[src/rtl/rr_mux_sel_arbiter.sv]
`default_nettype none
// ============================================================================
// Module      : rr_mux_sel_arbiter
// Description : Four-channel round-robin arbiter with bounded dwell; drives the
//               2-bit select of the downstream 4:1 mux plus grant/valid/busy.
// Revision    : 1.0 - initial release
// ============================================================================
module rr_mux_sel_arbiter #(
  parameter int DWELL = 4,
  parameter int CW    = 8
) (
  input  logic       clk,
  input  logic       rst_n,
  input  logic       en,
  input  logic [3:0] req,
  output logic [1:0] sel,
  output logic [3:0] grant,
  output logic       valid,
  output logic       busy
);

  typedef enum logic [0:0] {
    S_IDLE  = 1'b0,
    S_GRANT = 1'b1
  } state_t;

  localparam logic [CW-1:0] c_dwell_m1 = CW'(DWELL - 1);

  state_t        r_state, w_state_nxt;
  logic [1:0]    r_sel, w_sel_nxt;
  logic [1:0]    r_last, w_last_nxt;
  logic [CW-1:0] r_cnt, w_cnt_nxt;
  logic [1:0]    w_pick;
  logic          w_any;
  logic          w_release;

  // Scan from farthest to nearest so the nearest requester after r_last wins;
  // the default covers the case where only r_last itself is requesting.
  always_comb begin
    w_pick = r_last;
    for (int k = 3; k >= 1; k--) begin
      if (req[r_last + 2'(k)]) begin
        w_pick = r_last + 2'(k);
      end
    end
  end

  assign w_any     = |req;
  assign w_release = (r_cnt == '0) || !req[r_sel] || !en;

  always_comb begin
    w_state_nxt = r_state;
    w_sel_nxt   = r_sel;
    w_last_nxt  = r_last;
    w_cnt_nxt   = r_cnt;
    case (r_state)
      S_IDLE: begin
        if (en && w_any) begin
          w_state_nxt = S_GRANT;
          w_sel_nxt   = w_pick;
          w_last_nxt  = w_pick;
          w_cnt_nxt   = c_dwell_m1;
        end
      end
      S_GRANT: begin
        if (!w_release) begin
          w_cnt_nxt = r_cnt - CW'(1);
        end else if (en && w_any) begin
          // Handover in the same edge keeps valid high with no bubble.
          w_sel_nxt  = w_pick;
          w_last_nxt = w_pick;
          w_cnt_nxt  = c_dwell_m1;
        end else begin
          w_state_nxt = S_IDLE;
        end
      end
      default: w_state_nxt = S_IDLE;
    endcase
  end

  always_ff @(posedge clk or negedge rst_n) begin
    if (!rst_n) begin
      r_state <= S_IDLE;
      r_sel   <= 2'd0;
      r_last  <= 2'd3;
      r_cnt   <= '0;
    end else begin
      r_state <= w_state_nxt;
      r_sel   <= w_sel_nxt;
      r_last  <= w_last_nxt;
      r_cnt   <= w_cnt_nxt;
    end
  end

  assign sel   = r_sel;
  assign valid = (r_state == S_GRANT);
  assign busy  = valid;
  assign grant = valid ? (4'b0001 << r_sel) : 4'b0000;

endmodule
`default_nettype wire

[config.mk]
export PLATFORM = sky130hd
export DESIGN_NAME = rr_mux_sel_arbiter
export DESIGN_NICKNAME = d
export VERILOG_FILES = /design/src/rtl/rr_mux_sel_arbiter.sv
export SDC_FILE = /design/constraint.sdc
export NUM_CORES = 1
export LEC_CHECK = 0
export CAP_MARGIN = 20
export CORE_UTILIZATION = 45
export CTS_CLUSTER_SIZE = 40
export DETAILED_ROUTE_END_ITERATION = 8
export GPL_TIMING_DRIVEN = 0
export PLACE_DENSITY = 0.82
export REMOVE_ABC_BUFFERS = 1
export SKIP_LAST_GASP = 1
export SYNTH_ARGS = -nofsm -noshare
export SYNTH_HDL_FRONTEND = slang
export SYNTH_SLANG_ARGS = --single-unit
[constraint.sdc]
create_clock -name clk -period 1.99 [get_ports clk]
set_clock_uncertainty 0.2 [all_clocks]
set_input_delay 0.2985 -clock clk [delete_from_list [all_inputs] [get_ports clk]]
set_output_delay 0.2985 -clock clk [all_outputs]
set_load 0.01 [all_outputs]
# Yosys cells after proc, flatten, opt, wreduce, memory -nomap -nowiden
# Index checks and enable logic that the tools add are counted.
# op_classes
n_div	0
n_mul	0
eq_ne	1
n_reduce_logical	7
bitwise_logic	1
n_shift	1
add_sub_neg	4
n_mux	24
magnitude_cmp	4
# op_table
cell	n
8-bit two-way mux	2
8-bit one-hot mux with 2 select lines	1
2-bit two-way mux	7
2-bit by 3-bit < comparator with 1-bit output, second input constant	4
1-bit binary-select mux with 2-bit select	4
8-bit logical NOT	1
2-bit one-hot mux with 2 select lines	2
8-bit by 1-bit subtractor with 8-bit output, second input constant	1
1-bit two-way mux	6
2-bit adder, second input constant	2
4-bit two-way mux	1
4-bit OR reduction	1
1-bit by 2-bit left shift with 4-bit output, first input constant	1
2-bit by 1-bit adder with 2-bit output, second input constant	1
1-bit logical NOT	2
1-bit logical OR	2
2-bit by 1-bit inequality test with 1-bit output, second input constant	1
1-bit one-hot mux with 2 select lines	1
1-bit logical AND	1
1-bit inverter	1
# word_totals
reg_bits	13
output_inout_bits	8
input_bits	7
n_memories	0
latchBits	0
word_cells	46
mem_bits_ro	0
ram_bits	0

# Depth between registers and ports, before layout
# Gate-level depths: netlist of run 1.
# depth
word_depth	9
depth_mapped	7
mapped_depth_nobuf	6

# Worst setup path after synthesis of run 1
# OpenSTA, ideal clock, no wires.
# synth_timing
path_type	register -> register
startpoint	register r_cnt[0]
endpoint	register r_last[0]
n_path_buf	1
setup_time_ns	0.058
slack_ns	-0.057
required_time_ns	1.732
path_stages_with_launch	8
synth_period_minus_slack_ns	2.047
arrival_ns	1.789
path_cell_list	dfrtp_1 inv_1 ha_1 or3b_2 o211a_1 buf_6 nor4_4 o22a_2
# synth_via
elab_chain_cells	4
# synth_rtl
item	line_no	text
start, declared	32	logic [CW-1:0] r_cnt, w_cnt_nxt;
start signal, assigned	91	r_cnt <= w_cnt_nxt;
8-bit logical NOT	49	assign w_release = (r_cnt == '0) || !req[r_sel] || !en;
1-bit logical OR (2 in series)	49	
2-bit by 1-bit inequality test with 1-bit output (no line)	--	
end signal, assigned	90	r_last <= w_last_nxt;
end, declared	31	logic [1:0] r_last, w_last_nxt;
# Every way passes these cells.
# A chain may end at the register's enable or synchronous reset.

# Final worst setup path of run 1
# layout_timing
startpoint	register r_cnt[1]
endpoint	register r_cnt[7]
# layout_via
elab_chain_cells	5
# layout_rtl
item	line_no	text
branches (longest 3 deep; another with 8-bit by 1-bit subtractor with 8-bit output)	--	
8-bit two-way mux *	66	if (!w_release) begin
8-bit one-hot mux with 2 select lines *	56	case (r_state)
via w_cnt_nxt[7]	32	
# Mark *: on every way through the listed nets, which the timed path passes.

==> flow_metrics.py, run 1 <==
metrics = {
    "worst_setup_path": {
        "crit_buf_inv": 2,
        "worstPathCellList": "inv_2 -> ha_4 -> or3b_4 -> o211a_4 -> buf_2 -> a22o_1",
        "cp_top_family": "compound AO/OA/AOI/OAI gates",
        "cp-end-kind": "register",
        "cp_max_fo": 7,
        "critPathKind": "reg -> reg",
        "arrival_ns": 1.96,
        "critical_path_required_ns": 1.97,
        "start_kind": "register",
        "max_stage_delay_ns": 0.40,
        "cpMaxStageDelayCell": "dfrtp_1",
    },
    "drt": {
        "ant_nets": 0,
        "firstDrtPassIters": 4,
        "drt_iter0_drc": 4,
        "via_count": 737,
        "drc": 0,
        "wire_per_inst_um": 14.0,
        "drt_wl_total_mm": 1.84,
        "vias_per_cell": 5.58,
    },
    "clock_tree": {
        "cts_tree": "yes",
        "numCtsBuffers": 3,
        "root_buffer": "clkbuf_4",
        "clk_latency_ns": 0.29,
        "clock_sinks": 13,
        "cts_max_level": 1,
        "cts.clk_slew.worst_paths_ns": 0.08,
        "clock_path_buffers": 2,
        "postCtsHoldBufs": 0,
    },
    "finish": {
        "n_fill_cell": 145,
        "nNetsFinal": 117,
        "fin_util_pct": 65.9,
        "layout_common_cells": "clkdlybuf4s50_1, buf_4, dfrtp_1",
        "drive_gt1_share_pct": 31.8,
        "n_antenna_cell": 0,
        "seqCellArea_um2": 332,
        "multiInputGateArea_um2": 508,
        "area_growth_pct": 36.6,
    },
    "placed_design": {
        "io_buffers": 14,
        "gp_congestion": 0.762,
        "dpl.hpwl_mm": 1.17,
    },
    "grt": {
        "grt_pass1_vias": 672,
        "grt-ovfl-total": 0,
        "antenna_found_initial": 0,
        "grt_pass1_wl_mm": 2.95,
        "grtUsageTotal_pct": 20.8,
        "grt_start_max_net_pins": 14,
    },
    "sta": {
        "finalHoldViolations": 0,
        "fin_setup_tns_ns": 0,
        "finalCriticalPeriod_ns": 1.98,
        "slew_violations": 0,
        "tightestPinTransition_ns": 0.589,
        "period_share_pct": 99.6,
        "slew-limit-headroom_pct": 60.6,
        "setup_viol": 0,
        "clock.fmax_mhz": 505,
        "worst_hold_slack_ns": 0.176,
        "grt_setup_unrepaired": "yes",
    },
    "synthesis": {
        "synthSimpleGateAreaFrac_pct": 26.0,
        "synth_compound_area_share_pct": 24.3,
        "ys.flop_type": "dfrtp_1",
        "yosysWarnings": 0,
        "async_flop_share_pct": 100,
        "synth.distinct_cells": 38,
        "ys_ff_latch": 13,
        "synth_top_cell_by_area": "dfrtp_1",
        "synth_fa_ha_area_share_pct": 3.00,
        "muxShareOfSynthArea_pct": 2.70,
        "synth.avg_cell_area_um2": 10.4,
        "synthesis.area_um2": 833,
        "synth.area.top_cells": "dfrtp_1, dfstp_2, nor4_4",
        "synth_top_cell_area_share_pct": 33.0,
        "yosysSeqAreaShare_pct": 39.3,
        "synth_xor_area_share_pct": 1.05,
        "synth_edf_count": 0,
        "netlist_instances": 80,
        "synth_top_family_by_area": "simple AND/OR/NAND/NOR gates",
    },
    "floorplanning": {
        "die_y_um": 45.0,
        "dieArea_um2": 2030,
        "coreArea_um2": 1730,
        "initial_core_util_pct": 48.3,
        "die_x_um": 45.0,
        "io_pins": 15,
        "num_rows": 15,
    },
    "power": {
        "p_per_area_nw_per_um2": 1140,
        "ir_drop_uv": 602,
        "power.leakage_uw": 0.000518,
    },
    "worst_hold_path": {
        "hold_path.class": "in -> async",
    },
    "job": {
        "maxCapViolCount": 0,
    },
    "run_status": {
        "outcome": "finished, final reports clean",
    },
}
==> per-layer routing <==
layer	GRT usage [%]	wire length (µm)	vias to the layer above
met5	0	0	-
met3	5.20	72	4
met2	33.9	884	21
met1	25.2	839	355
li1	-	-	357
met4	10.9	46	0
==> registers in the layout, summed over array words and instances (netlist names) <==
signal	count
r_last	2
r_cnt	8
busy	1
sel	2
==> cell usage after synthesis, types with 2 or more instances <==
cell type   n
dfrtp_1    11
inv_1       2
nand2_1     7
ha_1        2
nor4_4      2
nor3_1      6
nand2b_1    2
a31oi_1     4
a21boi_0    2
a21oi_1     5
or3b_2      2
o21ai_0     3
a21o_1      2
or2b_1      2
dfstp_2     2
and3b_1     2
nor2_1      3
==> cell type report <==
class | instances | share of cell area (%)
Inverter | 3 | 1.10
Sequential cell | 13 | 29.1
Tap cell | 25 | 2.75
Clock buffer | 4 | 2.31
Multi-Input combinational cell | 62 | 44.6
Timing Repair Buffer | 25 | 20.1
==> kinds of logic (layout without fill, tap and decap cells) <==
family          after synthesis  after routing
flops                        13             13
simple gates                 32             32
buf+inv                       5             32
fa+ha+maj                     2              2
mux                           1              1
compound gates               26             26
xor+xnor                      1              1
==> timing repair <==
item / in CTS / in global routing
setup buffers: 8 / 3
gates resized for setup: 13 / 7
pin swaps: 5 / 5
setup endpoints to repair: 14 / 9
==> worst paths after layout <==
| path | start | slack (ns) | end | cells past startpoint |
|---|---|---|---|---|
| min | rst_n | 0.18 | r_cnt[0]$_DFF_PN0_ | 1 |
| max | r_cnt[1]$_DFF_PN0_ | 0.009 | r_cnt[7]$_DFF_PN0_ | 6 |
| min reg2reg | r_cnt[7]$_DFF_PN0_ | 0.35 | r_cnt[7]$_DFF_PN0_ | 1 |
| max in group asynchronous | rst_n | 0.99 | busy$_DFF_PN0_ | 1 |
| min in group clk | req[0] | 0.30 | busy$_DFF_PN0_ | 3 |
| max reg2reg | r_cnt[1]$_DFF_PN0_ | 0.009 | r_cnt[7]$_DFF_PN0_ | 6 |
==> worst register-to-register path: stages (launching register included) <==
cell	delay, ns
dfrtp_1	0.40
inv_2	0.09
ha_4	0.13
or3b_4	0.38
o211a_4	0.29
buf_2	0.17
a22o_1	0.21
==> through the flow <==
stage          cell area [µm²]  power (µW)  cells  worst slack [ns]
2_1_floorplan              815         811     78           -0.0739
3_3_place_gp               986         971    117            -0.535
3_5_place_dp               986         988    117            -0.612
4_1_cts                   1090        1230    129           0.00882
5_1_grt                   1140        1390    132           -0.0396
6_report                  1140        1300    132           0.00867
==> power breakdown <==
group / leakage [µW] / total (µW) / internal, µW / switching, µW
sequential: 0.000156 / 486 / 374 / 112
clock: 0.0000150 / 172 / 78.1 / 94.0
combinational: 0.000346 / 638 / 362 / 276
Power figures use the tool's default switching activity.
==> inputs of run 2 (changes only) <==
--- a/config.mk
+++ b/config.mk
@@ -6,10 +6,12 @@
 export NUM_CORES = 1
 export LEC_CHECK = 0
 export CAP_MARGIN = 20
+export CORE_MARGIN = 2
 export CORE_UTILIZATION = 45
 export CTS_CLUSTER_SIZE = 40
 export DETAILED_ROUTE_END_ITERATION = 8
 export GPL_TIMING_DRIVEN = 0
+export MAX_ROUTING_LAYER = met4
 export PLACE_DENSITY = 0.82
 export REMOVE_ABC_BUFFERS = 1
 export SKIP_LAST_GASP = 1
==> run 2 against run 1 <==
Compared with the run above:
- sequential share of layout area is 0.75 points lower
- die area increased by 9.1%
- hold slack worse by 0.0054 ns
- largest cell class unchanged
- largest power group unchanged
==> flow_metrics.py, run 2 (same netlist as run 1, synthesis figures left out) <==
metrics = {
    "run_status": {
        "outcome": "finished, final reports clean",
    },
    "sta": {
        "slew-limit-headroom_pct": 62.3,
        "tightestPinTransition_ns": 0.564,
        "slew_violations": 0,
        "period_share_pct": 99.7,
        "finalHoldViolations": 0,
        "worst_hold_slack_ns": 0.171,
        "finalCriticalPeriod_ns": 1.98,
        "clock.fmax_mhz": 504,
        "setup_viol": 0,
        "grt_setup_unrepaired": "yes",
    },
    "worst_setup_path": {
        "crit_buf_inv": 2,
        "worstPathCellList": "inv_2 -> ha_4 -> or3b_4 -> o211a_4 -> buf_4 -> nor4_4 -> o22a_2",
        "crit-reg2reg-capture": "r_last[0]$_DFFE_PN1P_",
        "critPathKind": "reg -> reg",
        "cp_top_family": "simple AND/OR/NAND/NOR gates",
        "critical_path_required_ns": 2.03,
        "start_kind": "register",
        "arrival_ns": 2.02,
        "cp_max_fo": 6,
        "cpMaxStageDelayCell": "dfrtp_1",
        "cp-end-kind": "register",
        "rr_worst_depth": 7,
        "max_stage_delay_ns": 0.40,
        "rrSetupSlack_ns": 0.005,
        "timing.rr.start": "r_cnt[0]$_DFF_PN0_",
    },
    "finish": {
        "nNetsFinal": 122,
        "drive_gt1_share_pct": 34.8,
        "area_growth_pct": 40.2,
        "largest_register_ffs": 8,
        "n_antenna_cell": 0,
        "largest_register": "r_cnt",
        "layout_common_cells": "buf_4, clkdlybuf4s50_1, dfrtp_1",
        "mostFrequentLayoutCell": "buf_4",
        "n_fill_cell": 134,
        "finalNonFillerCells": 137,
        "seqCellArea_um2": 332,
        "multiInputGateArea_um2": 502,
    },
    "worst_hold_path": {
        "hold_path.class": "in -> async",
    },
    "placed_design": {
        "gp_congestion": 0.760,
        "io_buffers": 14,
        "dpl.hpwl_mm": 1.31,
        "dp_cells": 117,
    },
    "floorplanning": {
        "dieArea_um2": 2210,
        "die_x_um": 47.0,
        "coreArea_um2": 1730,
        "io_pins": 15,
        "num_rows": 15,
        "die_y_um": 47.0,
        "initial_core_util_pct": 48.3,
    },
    "job": {
        "maxCapViolCount": 0,
    },
    "drt": {
        "drc": 0,
        "via_count": 745,
        "firstDrtPassIters": 4,
        "drt_wl_total_mm": 2.02,
        "drt_iter0_drc": 14,
        "vias_per_cell": 5.44,
        "wire_per_inst_um": 14.7,
        "ant_nets": 0,
    },
    "clock_tree": {
        "postCtsHoldBufs": 0,
        "clock_path_buffers": 2,
        "clk_latency_ns": 0.29,
        "clock_sinks": 13,
        "cts_tree": "yes",
        "numCtsBuffers": 3,
        "root_buffer": "clkbuf_4",
        "cts.clk_slew.worst_paths_ns": 0.07,
        "cts_max_level": 1,
    },
    "power": {
        "power.leakage_uw": 0.000537,
        "p_per_area_nw_per_um2": 1180,
        "clockPowerShare_pct": 12.2,
        "sequentialPowerShare_pct": 35.5,
        "switchingPower_uw": 502,
        "power_frac_comb_pct": 52.3,
        "ir_drop_uv": 685,
        "p_sw_share_pct": 36.6,
        "intPower_uw": 871,
    },
    "grt": {
        "grt_pass1_wl_mm": 3.03,
        "grt_pass1_vias": 726,
        "antenna_found_initial": 0,
        "grt-ovfl-total": 0,
        "grtUsageTotal_pct": 21.1,
        "grt_start_max_net_pins": 14,
    },
}
run 2: final cells by class:
type | count | share of cell area, %
Clock buffer | 4 | 2.25
Multi-Input combinational cell | 62 | 42.9
Inverter | 3 | 1.07
Timing Repair Buffer | 30 | 22.7
Sequential cell | 13 | 28.4
Tap cell | 25 | 2.68
run 2: worst reg2reg max path, delay by kind of cell, from the launching register on:
kind                     cells  cell delay, ns
AO/OA/AOI/OAI                2            0.45
adder cells (fa/ha/maj)      1            0.13
buffers and inverters        2            0.26
AND/OR/NAND/NOR              2            0.50
flip-flops                   1            0.40
run 2: worst max-delay path by stage:
stage	from	end	slack, ns	cells past startpoint
6_report	r_cnt[0]$_DFF_PN0_	r_last[0]$_DFFE_PN1P_	0.005	7
5_1_grt	r_cnt[0]$_DFF_PN0_	sel[1]$_DFFE_PN0P_	-0.07	6
4_1_cts	req[2]	r_cnt[2]$_DFF_PN0_	0.0009	6
3_5_place_dp	req[0]	sel[0]$_DFFE_PN0P_	-0.63	5
3_3_place_gp	req[0]	sel[0]$_DFFE_PN0P_	-0.53	5
2_1_floorplan	r_cnt[0]$_DFF_PN0_	r_last[0]$_DFFE_PN1P_	-0.07	6
run 2: timing repair:
action	4_1_cts	5_1_grt
pin swaps	3	7
hold endpoints to repair	0	0
endpoints found under the setup margin	14	12
buffers inserted	7	9
resized for setup	11	8
run 2: stage by stage:
step | TNS, ns | setup WS, ns | total power, µW | util (%) | cell area [µm²]
2_1_floorplan | -0.183 | -0.0739 | 811 | - | 815
3_3_place_gp | -5.27 | -0.529 | 970 | 57.1 | 986
3_5_place_dp | -6.26 | -0.629 | 995 | 57.1 | 986
4_1_cts | 0 | 0.000876 | 1210 | 62.2 | 1070
5_1_grt | -0.286 | -0.0711 | 1460 | 67.7 | 1170
6_report | 0 | 0.00516 | 1370 | 67.7 | 1170
run 2: layer usage:
metal | GRT usage [%] | vias up | wire [µm]
met5 | - | - | 0
met4 | 11.1 | 0 | 37
met3 | 4.62 | 5 | 86
met2 | 35.6 | 18 | 1040
met1 | 22.9 | 359 | 851
li1 | - | 363 | -
run 2: power by group through the flow:
stage / sequential, µW / clock [µW] / combinational [µW]
final: 488 / 167 / 719
after global routing: 504 / 184 / 774
after CTS: 491 / 167 / 555
after detailed placement: 494 / 0 / 502
after global placement: 488 / 0 / 482
after floorplan: 475 / 0 / 336
==> inputs of run 3 (changes only) <==
--- a/config.mk
+++ b/config.mk
@@ -8,6 +8,7 @@
 export CAP_MARGIN = 20
 export CORE_MARGIN = 2
 export CORE_UTILIZATION = 45
+export CTS_CLUSTER_DIAMETER = 150
 export CTS_CLUSTER_SIZE = 40
 export DETAILED_ROUTE_END_ITERATION = 8
 export GPL_TIMING_DRIVEN = 0
==> results of run 3 <==
No change in the layout: final DEF, timing and power equal those of run 2.
